===== config.mk =====
export PLATFORM = sky130hd
export DESIGN_NAME = alu_sequencer
export DESIGN_NICKNAME = d
export VERILOG_FILES = /design/src/rtl/alu_pkg.sv /design/src/rtl/alu.sv /design/src/rtl/alu_sequencer.sv
export SDC_FILE = /design/constraint.sdc
export NUM_CORES = 1
export LEC_CHECK = 0
export BUFFER_PORTS_ARGS = -buffer_cell sky130_fd_sc_hd__buf_2
export CAP_MARGIN = 20
export CORE_MARGIN = 5
export CORE_UTILIZATION = 53
export CTS_CLUSTER_DIAMETER = 100
export DETAILED_ROUTE_END_ITERATION = 7
export PLACE_DENSITY = 0.78
export SLEW_MARGIN = 40
export SYNTH_ARGS = -nofsm -noshare
export SYNTH_HDL_FRONTEND = slang
export SYNTH_SLANG_ARGS = --single-unit
export TNS_END_PERCENT = 20

===== constraint.sdc =====
create_clock -name clk -period 3 [get_ports clk]
set_input_delay 0 -clock clk [delete_from_list [all_inputs] [get_ports clk]]
set_output_delay 0 -clock clk [all_outputs]
set_load 0.05 [all_outputs]

===== src/rtl/alu_pkg.sv =====
// ----------------------------------------------------------------------------
// alu_pkg
// Shared types and constants for the 4-bit ALU and its command sequencer.
//   ALU_W        : datapath width of the ALU (fixed at 4)
//   alu_op_e     : 3-bit ALU operation encoding, 111 reserved as illegal
//   seq_state_e  : sequencer FSM states
//   op_is_legal  : helper that tells whether an opcode produces a result
// ----------------------------------------------------------------------------
package alu_pkg;

    localparam int ALU_W = 4;

    typedef enum logic [2:0] {
        OP_ADD     = 3'b000,
        OP_SUB     = 3'b001,
        OP_AND     = 3'b010,
        OP_OR      = 3'b011,
        OP_XOR     = 3'b100,
        OP_PASS_A  = 3'b101,
        OP_PASS_B  = 3'b110,
        OP_ILLEGAL = 3'b111
    } alu_op_e;

    typedef enum logic [1:0] {
        S_IDLE = 2'd0,
        S_EXEC = 2'd1,
        S_RESP = 2'd2
    } seq_state_e;

    // The only opcode that does not produce a real result is the reserved one.
    function automatic logic op_is_legal(input alu_op_e op);
        return (op != OP_ILLEGAL);
    endfunction

endpackage


===== src/rtl/alu.sv =====
// ----------------------------------------------------------------------------
// alu
// Purely combinational ALU. ADD and SUB wrap modulo 2^WIDTH; there is no
// carry or borrow output. The reserved opcode yields zero.
// Ports:
//   a      [WIDTH-1:0] in  : operand A
//   b      [WIDTH-1:0] in  : operand B
//   op     alu_op_e    in  : operation select
//   result [WIDTH-1:0] out : operation result
// ----------------------------------------------------------------------------
module alu
    import alu_pkg::*;
#(
    parameter int WIDTH = ALU_W
) (
    input  logic [WIDTH-1:0] a,
    input  logic [WIDTH-1:0] b,
    input  alu_op_e          op,
    output logic [WIDTH-1:0] result
);

    // Operation decode. Arithmetic results are simply truncated to WIDTH
    // bits, which gives the modulo wrap-around without extra logic.
    always_comb begin
        result = '0;
        case (op)
            OP_ADD:    result = a + b;
            OP_SUB:    result = a - b;
            OP_AND:    result = a & b;
            OP_OR:     result = a | b;
            OP_XOR:    result = a ^ b;
            OP_PASS_A: result = a;
            OP_PASS_B: result = b;
            default:   result = '0;
        endcase
    end

endmodule


===== src/rtl/alu_sequencer.sv =====
// ----------------------------------------------------------------------------
// alu_sequencer
// Command-side initiator for the combinational alu. A command is taken over a
// valid/ready handshake, its operands are registered and fed to the ALU, the
// result is captured one cycle later and returned over a valid/ready response
// channel together with zero and error flags.
//
// Optional feature macro: ALU_SEQ_ACC_EN
//   defined   : an accumulator tracks the last legal result; cmd_src=1 takes
//               operand A from it, and the acc port shows its value
//   undefined : no accumulator; cmd_src is ignored and acc is tied to zero
//
// Ports:
//   clk        in  : clock, rising edge
//   rst        in  : synchronous active-high reset
//   cmd_valid  in  : command present
//   cmd_ready  out : sequencer can accept a command (IDLE only)
//   cmd_op     in  : 3-bit opcode (see alu_pkg::alu_op_e)
//   cmd_a      in  : operand A
//   cmd_b      in  : operand B
//   cmd_src    in  : 0 = A from cmd_a, 1 = A from accumulator
//   rsp_valid  out : response present (RESP only)
//   rsp_ready  in  : consumer accepts the response
//   rsp_result out : captured ALU result
//   rsp_zero   out : rsp_result is zero
//   rsp_err    out : command used the reserved opcode
//   acc        out : current accumulator value
// ----------------------------------------------------------------------------
module alu_sequencer
    import alu_pkg::*;
#(
    parameter int WIDTH = ALU_W
) (
    input  logic             clk,
    input  logic             rst,
    input  logic             cmd_valid,
    output logic             cmd_ready,
    input  logic [2:0]       cmd_op,
    input  logic [WIDTH-1:0] cmd_a,
    input  logic [WIDTH-1:0] cmd_b,
    input  logic             cmd_src,
    output logic             rsp_valid,
    input  logic             rsp_ready,
    output logic [WIDTH-1:0] rsp_result,
    output logic             rsp_zero,
    output logic             rsp_err,
    output logic [WIDTH-1:0] acc
);

    seq_state_e       state;
    seq_state_e       state_next;

    logic [WIDTH-1:0] a_q;
    logic [WIDTH-1:0] b_q;
    alu_op_e          op_q;
    logic [WIDTH-1:0] a_sel;
    logic [WIDTH-1:0] alu_result;
    logic             cmd_accept;
    logic             op_legal;
    logic [WIDTH-1:0] acc_value;

    assign cmd_accept = cmd_valid && cmd_ready;
    assign op_legal   = op_is_legal(op_q);

    // The single ALU instance always looks at the operand registers, so its
    // output is stable throughout EXEC regardless of what the host does.
    alu #(
        .WIDTH (WIDTH)
    ) u_alu (
        .a      (a_q),
        .b      (b_q),
        .op     (op_q),
        .result (alu_result)
    );

`ifdef ALU_SEQ_ACC_EN
    logic [WIDTH-1:0] acc_q;

    // The accumulator follows every legal result; it is written on the same
    // edge that captures the response, so it is visible with rsp_valid and a
    // chained command issued right after the response sees the new value.
    always_ff @(posedge clk) begin
        if (rst) begin
            acc_q <= '0;
        end else if (state == S_EXEC && op_legal) begin
            acc_q <= alu_result;
        end
    end

    // Operand A comes from the accumulator when the host asks for chaining.
    always_comb begin
        a_sel = cmd_src ? acc_q : cmd_a;
    end

    assign acc_value = acc_q;
`else
    logic unused_cmd_src;

    // Without an accumulator the source select has no meaning; A is always
    // taken straight from the command.
    always_comb begin
        a_sel = cmd_a;
    end

    assign unused_cmd_src = cmd_src;
    assign acc_value      = '0;
`endif

    assign acc = acc_value;

    // State register. Reset from any state returns to IDLE, which drops an
    // in-flight command without ever producing its response.
    always_ff @(posedge clk) begin
        if (rst) begin
            state <= S_IDLE;
        end else begin
            state <= state_next;
        end
    end

    // Next-state and handshake outputs. Commands are only accepted in IDLE,
    // so a command arriving in EXEC or RESP simply waits at the host; the
    // response handshake is only meaningful in RESP.
    always_comb begin
        state_next = state;
        cmd_ready  = 1'b0;
        rsp_valid  = 1'b0;
        case (state)
            S_IDLE: begin
                cmd_ready = 1'b1;
                if (cmd_valid) begin
                    state_next = S_EXEC;
                end
            end
            S_EXEC: begin
                state_next = S_RESP;
            end
            S_RESP: begin
                rsp_valid = 1'b1;
                if (rsp_ready) begin
                    state_next = S_IDLE;
                end
            end
            default: begin
                state_next = S_IDLE;
            end
        endcase
    end

    // Operand registers. They load only on an accepted command and otherwise
    // hold, which keeps the ALU inputs steady through EXEC.
    always_ff @(posedge clk) begin
        if (rst) begin
            a_q  <= '0;
            b_q  <= '0;
            op_q <= OP_ADD;
        end else if (cmd_accept) begin
            a_q  <= a_sel;
            b_q  <= cmd_b;
            op_q <= alu_op_e'(cmd_op);
        end
    end

    // Response registers. They are written only at the end of EXEC, so they
    // cannot change while RESP waits for rsp_ready. The reserved opcode forces
    // a zero result with both zero and error flags set.
    always_ff @(posedge clk) begin
        if (rst) begin
            rsp_result <= '0;
            rsp_zero   <= 1'b0;
            rsp_err    <= 1'b0;
        end else if (state == S_EXEC) begin
            if (op_legal) begin
                rsp_result <= alu_result;
                rsp_zero   <= (alu_result == '0);
                rsp_err    <= 1'b0;
            end else begin
                rsp_result <= '0;
                rsp_zero   <= 1'b1;
                rsp_err    <= 1'b1;
            end
        end
    end

endmodule

==> flow_summary_export.csv, run 1 <==
group,metric,value,unit
outcome,status,"completed",
timing,fmax,0.399,GHz
floorplan,coreArea,0.00225,mm^2
setup_path,end_kind,"register",
floorplan,io_pins,28,
placement,place.gp.congestion,0.804,
clock_tree,cts_hold_buf,12,
finish,most-common-layout-cells,"28 x nand2_1, 22 x buf_2, 19 x dfxtp_1",
clock_tree,postCtsSetupRepairBufs,0,
route,initialDrtViolationCount,42,
floorplan,start_util,0.568,
clock_tree,cts_resized,0,
floorplan,rows,17,
global_routing,grt_max_degree,21,
global_routing,track_usage,0.166,
logic_synthesis,ys_types,40,
logic_synthesis,avgSynthCellArea,7.80,um^2
route,ant_nets,0,
power,p_leak,0.666,nW
finish,final_cells,224,
setup_path,cp-startpoint,"op_q[2]",
timing,fin_skew,10.2,ps
setup_path,r2r_start,"op_q[2]",
route,drt_wl_total,2780,um
clock_tree,clkLatencyLatePin,300,ps
logic_synthesis,ys_seq_area_frac,0.297,
logic_synthesis,synth.cell_area,0.00128,mm^2
setup_path,worstSetupStartpointType,"register",
placement,placed_area,0.00140,mm^2
setup_path,critPathKind,"register to register",
global_routing,grt_pass1_vias,1072,
setup_path,critPathSlowestCell,"or3b_4",
min_path,hp-start,"rst",
logic_synthesis,ys_ff_latch,19,
placement,dp_cells,208,
setup_path,crit_chain,"or3b_4, o21ai_0, inv_1, ha_1, nor2b_1, o21ai_0, a2111oi_2, and3b_1, o2bb2ai_1",
timing,finalSetupTns,0,ps
global_routing,grt_overflow,0,
finish,nets,226,
flow_run,drv_cap,0,
power,max-vdd-ir-drop,0.284,mV
clock_tree,numCtsBuffers,3,
finish,synthToLayoutAreaGrowth,20.9,%
power,p_per_area,407,mW/mm^2
timing,hold_viol,0,
timing,setup_violations,0,
finish,drive_gt1_frac,0.179,
global_routing,grt_pass1_wl,4470,um
setup_path,crit_path_frequent_cell,"o21ai_0",
route,vias_per_cell,5.23,
clock_tree,cts.sinks,19,
finish,final_common_cell,"nand2_1",
route,vias,1172,
power,fin_total_pwr,0.000629,W
floorplan,die_area,0.00350,mm^2
global_routing,antenna_found_initial,0,
setup_path,arrival,2700,ps
finish,fin_area,0.00155,mm^2
logic_synthesis,syn_inst,164,
clock_tree,clockBufferDepth,2,
floorplan,dieHeight,59.1,um
finish,n_antenna_cell,0,
placement,io_buffers,22,
timing,period_share,0.836,
setup_path,cp.required,3190,ps
clock_tree,ctsHtreeMaxLevel,1,
clock_tree,cts_tree,"yes",
timing,rsz0062_at_grt,"false",
placement,hpwl,2070,um
route,dr.pass1.iters,4,
floorplan,die-width,59.1,um
clock_tree,clkSlewWorstSetupHoldPaths,110,ps
setup_path,critPathMaxFanout,5,
min_path,min_path_type,"primary input to register",
logic_synthesis,yosysWarningCount,0,
route,wire_per_inst,12.4,um
setup_path,cpPeakStageDelay,420,ps
timing,layout_min_cycle_time,2510,ps
clock_tree,root_buffer,"clkbuf_4",
timing,slew_violations,0,
route,drcViolationCount,0,
[sequential cells by signal, indices dropped and copies added (netlist names)]
name and count:
op_q 3, rsp_err 1, rsp_zero 1, b_q 4, a_q 4, state 2, rsp_result 4
[where the power goes]
group	switching [W]	total, W	internal [W]	leakage [nW]
clock	0.0000789	0.000129	0.0000498	0.0177
sequential	0.0000145	0.000283	0.000269	0.156
combinational	0.000131	0.000217	0.0000865	0.492
total	0.000224	0.000629	0.000405	0.666
[cells in the mapped netlist, drive strengths merged]
| cell | instances | area, um^2 |
|---|---|---|
| a2111oi | 1 | 15.0 |
| o21ai | 3 | 15.0 |
| inv | 12 | 45.0 |
| o2bb2ai | 1 | 8.76 |
| nor2b | 5 | 31.3 |
| o32ai | 1 | 8.76 |
| and2 | 1 | 6.26 |
| buf | 8 | 47.6 |
| nand2 | 28 | 105 |
| nand2b | 6 | 37.5 |
| o2111ai | 1 | 8.76 |
| conb | 1 | 3.75 |
| nor3 | 2 | 15.0 |
| or2 | 1 | 6.26 |
| xor2 | 2 | 17.5 |
| or2b | 2 | 15.0 |
| mux2i | 3 | 30.0 |
| and3b | 1 | 8.76 |
| nor2 | 11 | 41.3 |
| xnor2 | 1 | 8.76 |
| or3 | 1 | 6.26 |
| dfxtp | 19 | 380 |
| nand3 | 1 | 5.00 |
| a211oi | 6 | 45.0 |
| o22ai | 2 | 12.5 |
| a41oi | 2 | 17.5 |
| and4b | 1 | 10.0 |
| a21oi | 17 | 85.1 |
| fa | 1 | 20.0 |
| nor3b | 1 | 7.51 |
| ha | 12 | 150 |
| and3 | 1 | 11.3 |
| clkbuf | 5 | 18.8 |
| or3b | 1 | 11.3 |
| o221ai | 1 | 8.76 |
| nand3b | 2 | 15.0 |
[worst max-delay path: cells and delay by family (launching register included)]
family,cells,cell delay (ps)
adders and majority gates,1,270
AOI/OAI and AO/OA,4,960
DFF,1,320
and+or+nand+nor,3,780
buffers and inverters,1,80
[stage by stage]
stage | worst slack (ps) | util | hold WS (ps)
final | 491 | 0.686 | 69.0
after global routing | 333 | 0.686 | 80.0
after CTS | 474 | 0.686 | 76.5
after detailed placement | 479 | 0.621 | 248
after global placement | 585 | 0.621 | 242
after floorplan | 646 | - | 136
[final timing paths]
path / end / slack (ps) / depth (start not counted)
worst min register to register: a_q[0] / 500 / 2
worst min-delay path: state[0] / 70 / 2
worst max-delay path: rsp_zero / 490 / 9
worst max register to register: rsp_zero / 490 / 9
[metal layers]
layer	share of wire	vias to the layer above	track usage
li1	-	607	-
met1	0.44	533	0.197
met2	0.51	28	0.290
met3	0.041	4	0.0305
met4	0.013	0	0.0712
met5	0	-	0
[kinds of logic after synthesis]
kind of cell,Yosys count,share of synthesized area
buffers and inverters,25,0.0870
and+or+nand+nor,65,0.260
other,1,0.00293
adders and majority gates,13,0.133
AOI/OAI and AO/OA,35,0.176
muxes,3,0.0235
DFF,19,0.297
xor gates and xnor gates,3,0.0205
[layout make-up]
| class | instances | area, um^2 |
|---|---|---|
| timing repair buffer | 38 | 260 |
| sequential | 19 | 380 |
| clock inverter | 1 | 5.00 |
| inverter | 12 | 45.0 |
| fill | 195 | 707 |
| tap | 28 | 35.0 |
| clock buffer | 3 | 22.5 |
| multi-input combinational | 123 | 800 |
Note: power is estimated with default switching activity, not from simulation.
==> run 2, diff against run 1 <==
ABC_AREA = 1   (was not set)
clock period = 2.4 ns   (was 3 ns; I/O delays follow)
==> run 2 against run 1 <==
Cell count up 12%. Area after synthesis up 0.49%. Wire length up 11%. Core utilization up 0.44 points. Critical endpoint unchanged. Power up 38%. Worst hold slack better by 270 ps. Maximum frequency up 14%.
==> flow_summary_export.csv, run 2 <==
group,metric,value,unit
outcome,status,"completed",
timing,tightest_slew,618,ps
setup_path,arrival,2470,ps
global_routing,track_usage,0.196,
route,vias_per_cell,5.12,
placement,place.gp.congestion,0.905,
finish,fin_util,0.691,
logic_synthesis,synth_top_area_frac,0.296,
logic_synthesis,ys.flop_type,"dfxtp_1",
setup_path,cp.required,2670,ps
timing,hold_viol,0,
logic_synthesis,yosysWarningCount,0,
finish,most-common-layout-cells,"38 x nand2_1, 30 x inv_1, 22 x buf_2",
flow_run,drv_cap,0,
floorplan,die_area,0.00351,mm^2
logic_synthesis,syn_inst,187,
logic_synthesis,avgSynthCellArea,6.88,um^2
clock_tree,clkLatencyLatePin,310,ps
timing,setup_violations,0,
global_routing,grt_pass1_wl,5250,um
clock_tree,cts.sinks,19,
route,drt_wl_total,3090,um
setup_path,critPathKind,"register to register",
min_path,min_path_type,"primary input to register",
power,max-vdd-ir-drop,0.452,mV
logic_synthesis,synth_edf_count,0,
clock_tree,ctsHtreeMaxLevel,1,
min_path,whs_endpoint,"state[0]",
placement,hpwl,2210,um
setup_path,end_kind,"register",
global_routing,grt_pass1_vias,1193,
clock_tree,clockBufferDepth,2,
floorplan,io_pins,28,
route,ant_nets,0,
placement,io_buffers,22,
setup_path,worstSetupStartpointType,"register",
global_routing,grt_overflow,0,
min_path,whs_path_depth,3,
floorplan,die-width,59.3,um
finish,final_common_cell,"nand2_1",
route,initialDrtViolationCount,48,
route,dr.pass1.iters,4,
finish,synthToLayoutAreaGrowth,21.1,%
setup_path,critPathMaxFanout,4,
finish,nets,252,
logic_synthesis,ys_types,25,
clock_tree,root_buffer,"clkbuf_4",
timing,fin_skew,4.70,ps
floorplan,start_util,0.570,
min_path,hp-start,"cmd_valid",
clock_tree,cts_resized,0,
setup_path,rr_endpoint,"rsp_zero",
logic_synthesis,synth.area.top_cells,"dfxtp_1 30%, ha_1 12%, nand2_1 11%",
finish,top_regs,"a_q (4), b_q (4), rsp_result (4)",
route,vias,1280,
timing,slew_violations,0,
timing,fmax,0.453,GHz
power,p_leak,0.804,nW
setup_path,rrSetupSlack,190,ps
clock_tree,clkSlewWorstSetupHoldPaths,110,ps
floorplan,coreArea,0.00225,mm^2
logic_synthesis,yosys-top-cells-count,"38 x nand2_1, 30 x inv_1, 19 x dfxtp_1",
global_routing,antenna_found_initial,0,
logic_synthesis,ys_ff_latch,19,
global_routing,grt_max_degree,24,
setup_path,worst-r2r-cell-count,13,
setup_path,r2r_start,"b_q[0]",
logic_synthesis,synth.cell_area,0.00129,mm^2
finish,drive_gt1_frac,0.158,
logic_synthesis,ys_seq_area_frac,0.296,
timing,finalSetupTns,0,ps
route,drcViolationCount,0,
finish,n_antenna_cell,0,
timing,rsz0062_at_grt,"false",
logic_synthesis,yosysTopAreaCell,"dfxtp_1",
power,p_per_area,557,mW/mm^2
clock_tree,numCtsBuffers,3,
timing,layout_min_cycle_time,2210,ps
timing,period_share,0.920,
logic_synthesis,synthArstFlopShare,0,
clock_tree,cts_tree,"yes",
floorplan,rows,17,
timing,relSlewSlack,0.587,
route,wire_per_inst,12.4,um
floorplan,dieHeight,59.3,um
logic_synthesis,yosysMostFrequentCell,"nand2_1",
[run 2: per-stage QoR]
stage          std cells  power, W  setup WS [ps]  hold slack [ps]  area [um^2]
2_1_floorplan        190  0.000617            424             69.1         1300
3_3_place_gp         233  0.000671            259              221         1400
3_5_place_dp         233  0.000682            205              228         1400
4_1_cts              250  0.000867            184              342         1560
5_1_grt              250  0.000931           3.13              419         1560
6_report             250  0.000868            192              339         1560
[run 2: critical path: stages, from the launching register on]
cell	delay (ps)
dfxtp_1	400
inv_1	90
ha_1	290
nand2_1	60
o21ai_0	150
fa_1	540
inv_1	40
nand2_1	50
nand2_1	40
nor2_1	140
nand3_1	90
nor2_1	140
nor2_1	50
nor2_1	70
[run 2: cell type report]
cell class / count / area, um^2
multi-input cells: 129 / 732
fillers: 204 / 697
clock buffers: 3 / 22.5
repair buffers: 38 / 263
well taps: 28 / 35.0
flip-flops and latches: 19 / 380
inverters: 32 / 120
clock inverters: 1 / 5.00
[run 2: what timing repair did]
| item | 4_1_cts | 5_1_grt |
|---|---|---|
| hold buffers | 13 | 0 |
| buffers inserted | 0 | 0 |
| hold endpoints to repair | 15 | 0 |
[run 2: how the worst max path moves through the flow]
stage | from | endpoint | slack (ps) | cells past startpoint
2_1_floorplan | b_q[0] | rsp_zero | 420 | 13
3_3_place_gp | b_q[0] | rsp_zero | 260 | 13
3_5_place_dp | b_q[0] | rsp_zero | 210 | 13
4_1_cts | b_q[0] | rsp_zero | 180 | 13
5_1_grt | op_q[1] | rsp_zero | 3 | 14
6_report | b_q[0] | rsp_zero | 190 | 13
[run 2: cells by family after synthesis]
kind of cell,synth area share
other,0.00292
AO/OA/AOI/OAI,0.134
buffers and inverters,0.144
adder cells (fa/ha/maj),0.132
XOR/XNOR,0.0136
AND/OR/NAND/NOR,0.277
flip-flops,0.296
[run 2: routing by layer]
metal	global-route usage	wire [um]	vias up
met3	0.0283	223	5
met2	0.337	1500	43
li1	-	-	666
met1	0.245	1320	566
met4	0.0680	46	0
met5	0	0	-
[run 2: where the power goes]
part / switching, W / total (W) / internal [W]
logic: 0.000213 / 0.000331 / 0.000118
registers: 0.0000244 / 0.000366 / 0.000341
clock network: 0.000109 / 0.000171 / 0.0000625
total: 0.000347 / 0.000868 / 0.000521
==> run 3, diff against run 2 <==
CELL_PAD_IN_SITES_DETAIL_PLACEMENT = 1   (was not set)
CELL_PAD_IN_SITES_GLOBAL_PLACEMENT = 1   (was not set)
CORE_UTILIZATION = 37   (was 53)
PLACE_DENSITY = 0.77   (was 0.78)
==> run 3 against run 2 <==
Die area grew 35%. Sequential share of layout area fell by 0.24 points. Sequential cell count unchanged. Via count rose by 1.9%. Worst setup slack gained 19 ps. Non-clock buffer count is the same. Combinational power up 4%. Wire length is 16% higher. Core utilization is 22 points lower. Critical path type unchanged.
==> flow_summary_export.csv, run 3 (synthesized netlist as in run 2, its figures left out) <==
group,metric,value,unit
placement,hpwl,2770,um
setup_path,worst-r2r-cell-count,13,
flow_run,drv_cap,0,
power,internal_power,0.000524,W
global_routing,track_usage,0.182,
finish,n_antenna_cell,0,
power,switching_share,0.407,
route,dr_wl_met3,127,um
finish,fin_area,0.00159,mm^2
power,p_per_area,556,mW/mm^2
finish,most-common-layout-cells,"38 x nand2_1, 30 x inv_1, 22 x buf_2",
setup_path,end_kind,"register",
floorplan,start_util,0.382,
timing,slew_violations,0,
finish,fillerInstances,457,
floorplan,dieHeight,69.0,um
clock_tree,postCtsSetupRepairBufs,0,
outcome,status,"completed",
route,vias_per_cell,4.87,
floorplan,die_area,0.00476,mm^2
min_path,min_path_type,"primary input to register",
clock_tree,clkSlewWorstSetupHoldPaths,120,ps
route,ant_nets,0,
route,highest_layer,"met4",
power,max-vdd-ir-drop,0.301,mV
clock_tree,root_buffer,"clkbuf_4",
timing,fin_skew,11.7,ps
timing,period_share,0.912,
power,p_leak,0.805,nW
setup_path,cp-endpoint,"rsp_zero",
route,wire_per_inst,13.4,um
route,wl_met1,1490,um
setup_path,critPathKind,"register to register",
finish,final_common_cell,"nand2_1",
power,p_clk_frac,0.197,
power,p_switching,0.000359,W
finish,top_regs,"a_q (4), b_q (4), rsp_result (4)",
route,initialDrtViolationCount,21,
global_routing,grt_pass1_wl,6310,um
route,wl_met2,1900,um
timing,relSlewSlack,0.585,
global_routing,grt_pass1_vias,1402,
timing,whs,351,ps
finish,nets,252,
floorplan,io_pins,28,
global_routing,antenna_found_initial,0,
finish,multi_input_area,737,um^2
setup_path,arrival,2440,ps
power,fin_total_pwr,0.000884,W
setup_path,r2r_start,"b_q[0]",
power,p_comb_frac,0.388,
placement,placed_area,0.00142,mm^2
placement,place.gp.congestion,0.807,
timing,tightest_slew,621,ps
timing,fmax,0.457,GHz
timing,layout_min_cycle_time,2190,ps
route,vias,1304,
floorplan,die-width,69.0,um
setup_path,cp.required,2650,ps
finish,drive_gt1_frac,0.180,
clock_tree,numCtsBuffers,3,
clock_tree,cts.sinks,19,
setup_path,cp-startpoint,"b_q[0]",
floorplan,coreArea,0.00336,mm^2
clock_tree,cts_tree,"yes",
setup_path,critPathMaxFanout,4,
floorplan,rows,21,
placement,io_buffers,22,
power,power_frac_seq,0.415,
global_routing,grt_max_degree,24,
setup_path,rr_endpoint,"rsp_zero",
setup_path,rrSetupSlack,210,ps
route,drt_wl_total,3600,um
setup_path,worstSetupStartpointType,"register",
clock_tree,clockBufferDepth,2,
finish,regArea,384,um^2
route,dr.pass1.iters,4,
timing,rsz0062_at_grt,"false",
timing,hold_viol,0,
route,drcViolationCount,0,
clock_tree,clkLatencyLatePin,320,ps
global_routing,grt_overflow,0,
timing,finalSetupTns,0,ps
clock_tree,ctsHtreeMaxLevel,1,
finish,synthToLayoutAreaGrowth,23.5,%
timing,setup_violations,0,
-- run 3: cell counts in the layout (fill, tap and decap cells not counted) --
Identical to the previous run, type by type.
-- run 3: how the worst min path moves through the flow --
| stage | start | endpoint | cells past startpoint |
|---|---|---|---|
| final | cmd_valid | state[0] | 3 |
| after global routing | rst | rsp_err | 3 |
| after CTS | cmd_valid | state[0] | 3 |
| after detailed placement | rst | state[1] | 2 |
| after global placement | rst | rsp_zero | 2 |
| after floorplan | rst | state[1] | 1 |
-- run 3: what timing repair did --
| item | CTS | global route |
|---|---|---|
| resized for setup | 0 | 6 |
| setup endpoints to repair | 0 | 2 |
| hold endpoints to repair | 15 | 0 |
| hold buffers | 13 | 0 |
-- run 3: power by group through the flow --
stage	Combinational (W)	Clock [W]	Sequential, W
detailed placement	0.000323	0	0.000374
global placement	0.000308	0	0.000372
CTS	0.000341	0.000182	0.000366
global route	0.000395	0.000189	0.000371
finish	0.000343	0.000174	0.000367
floorplan	0.000228	0	0.000389
-- run 3: layer usage --
metal	track usage	vias up
met5	0	-
met4	0.0900	0
met3	0.0259	8
met2	0.336	25
met1	0.200	606
li1	-	665
-- run 3: area by class of cell --
class,instances,area share
Clock buffer,3,0.0142
Inverter,32,0.0756
Sequential cell,19,0.242
Timing Repair Buffer,38,0.165
Tap cell,46,0.0362
Multi-Input combinational cell,129,0.464
Clock inverter,1,0.00315
-- run 3: critical path, cell delays in order (launching register included) --
cell	delay, ps
dfxtp_2	370
inv_1	90
ha_1	290
nand2_1	60
o21ai_1	100
fa_1	420
xnor2_1	140
nand2_1	60
nand2_1	50
nor2_1	150
nand3_1	110
nor2_2	130
nor2_1	50
nor2_1	90
-- run 3: metrics by stage --
| stage | util | worst slack (ps) | instances |
|---|---|---|---|
| after floorplan | - | 424 | 190 |
| after global placement | 0.423 | 205 | 251 |
| after detailed placement | 0.423 | 78.0 | 251 |
| after CTS | 0.470 | 36.3 | 268 |
| after global routing | 0.472 | 6.57 | 268 |
| final | 0.472 | 211 | 268 |
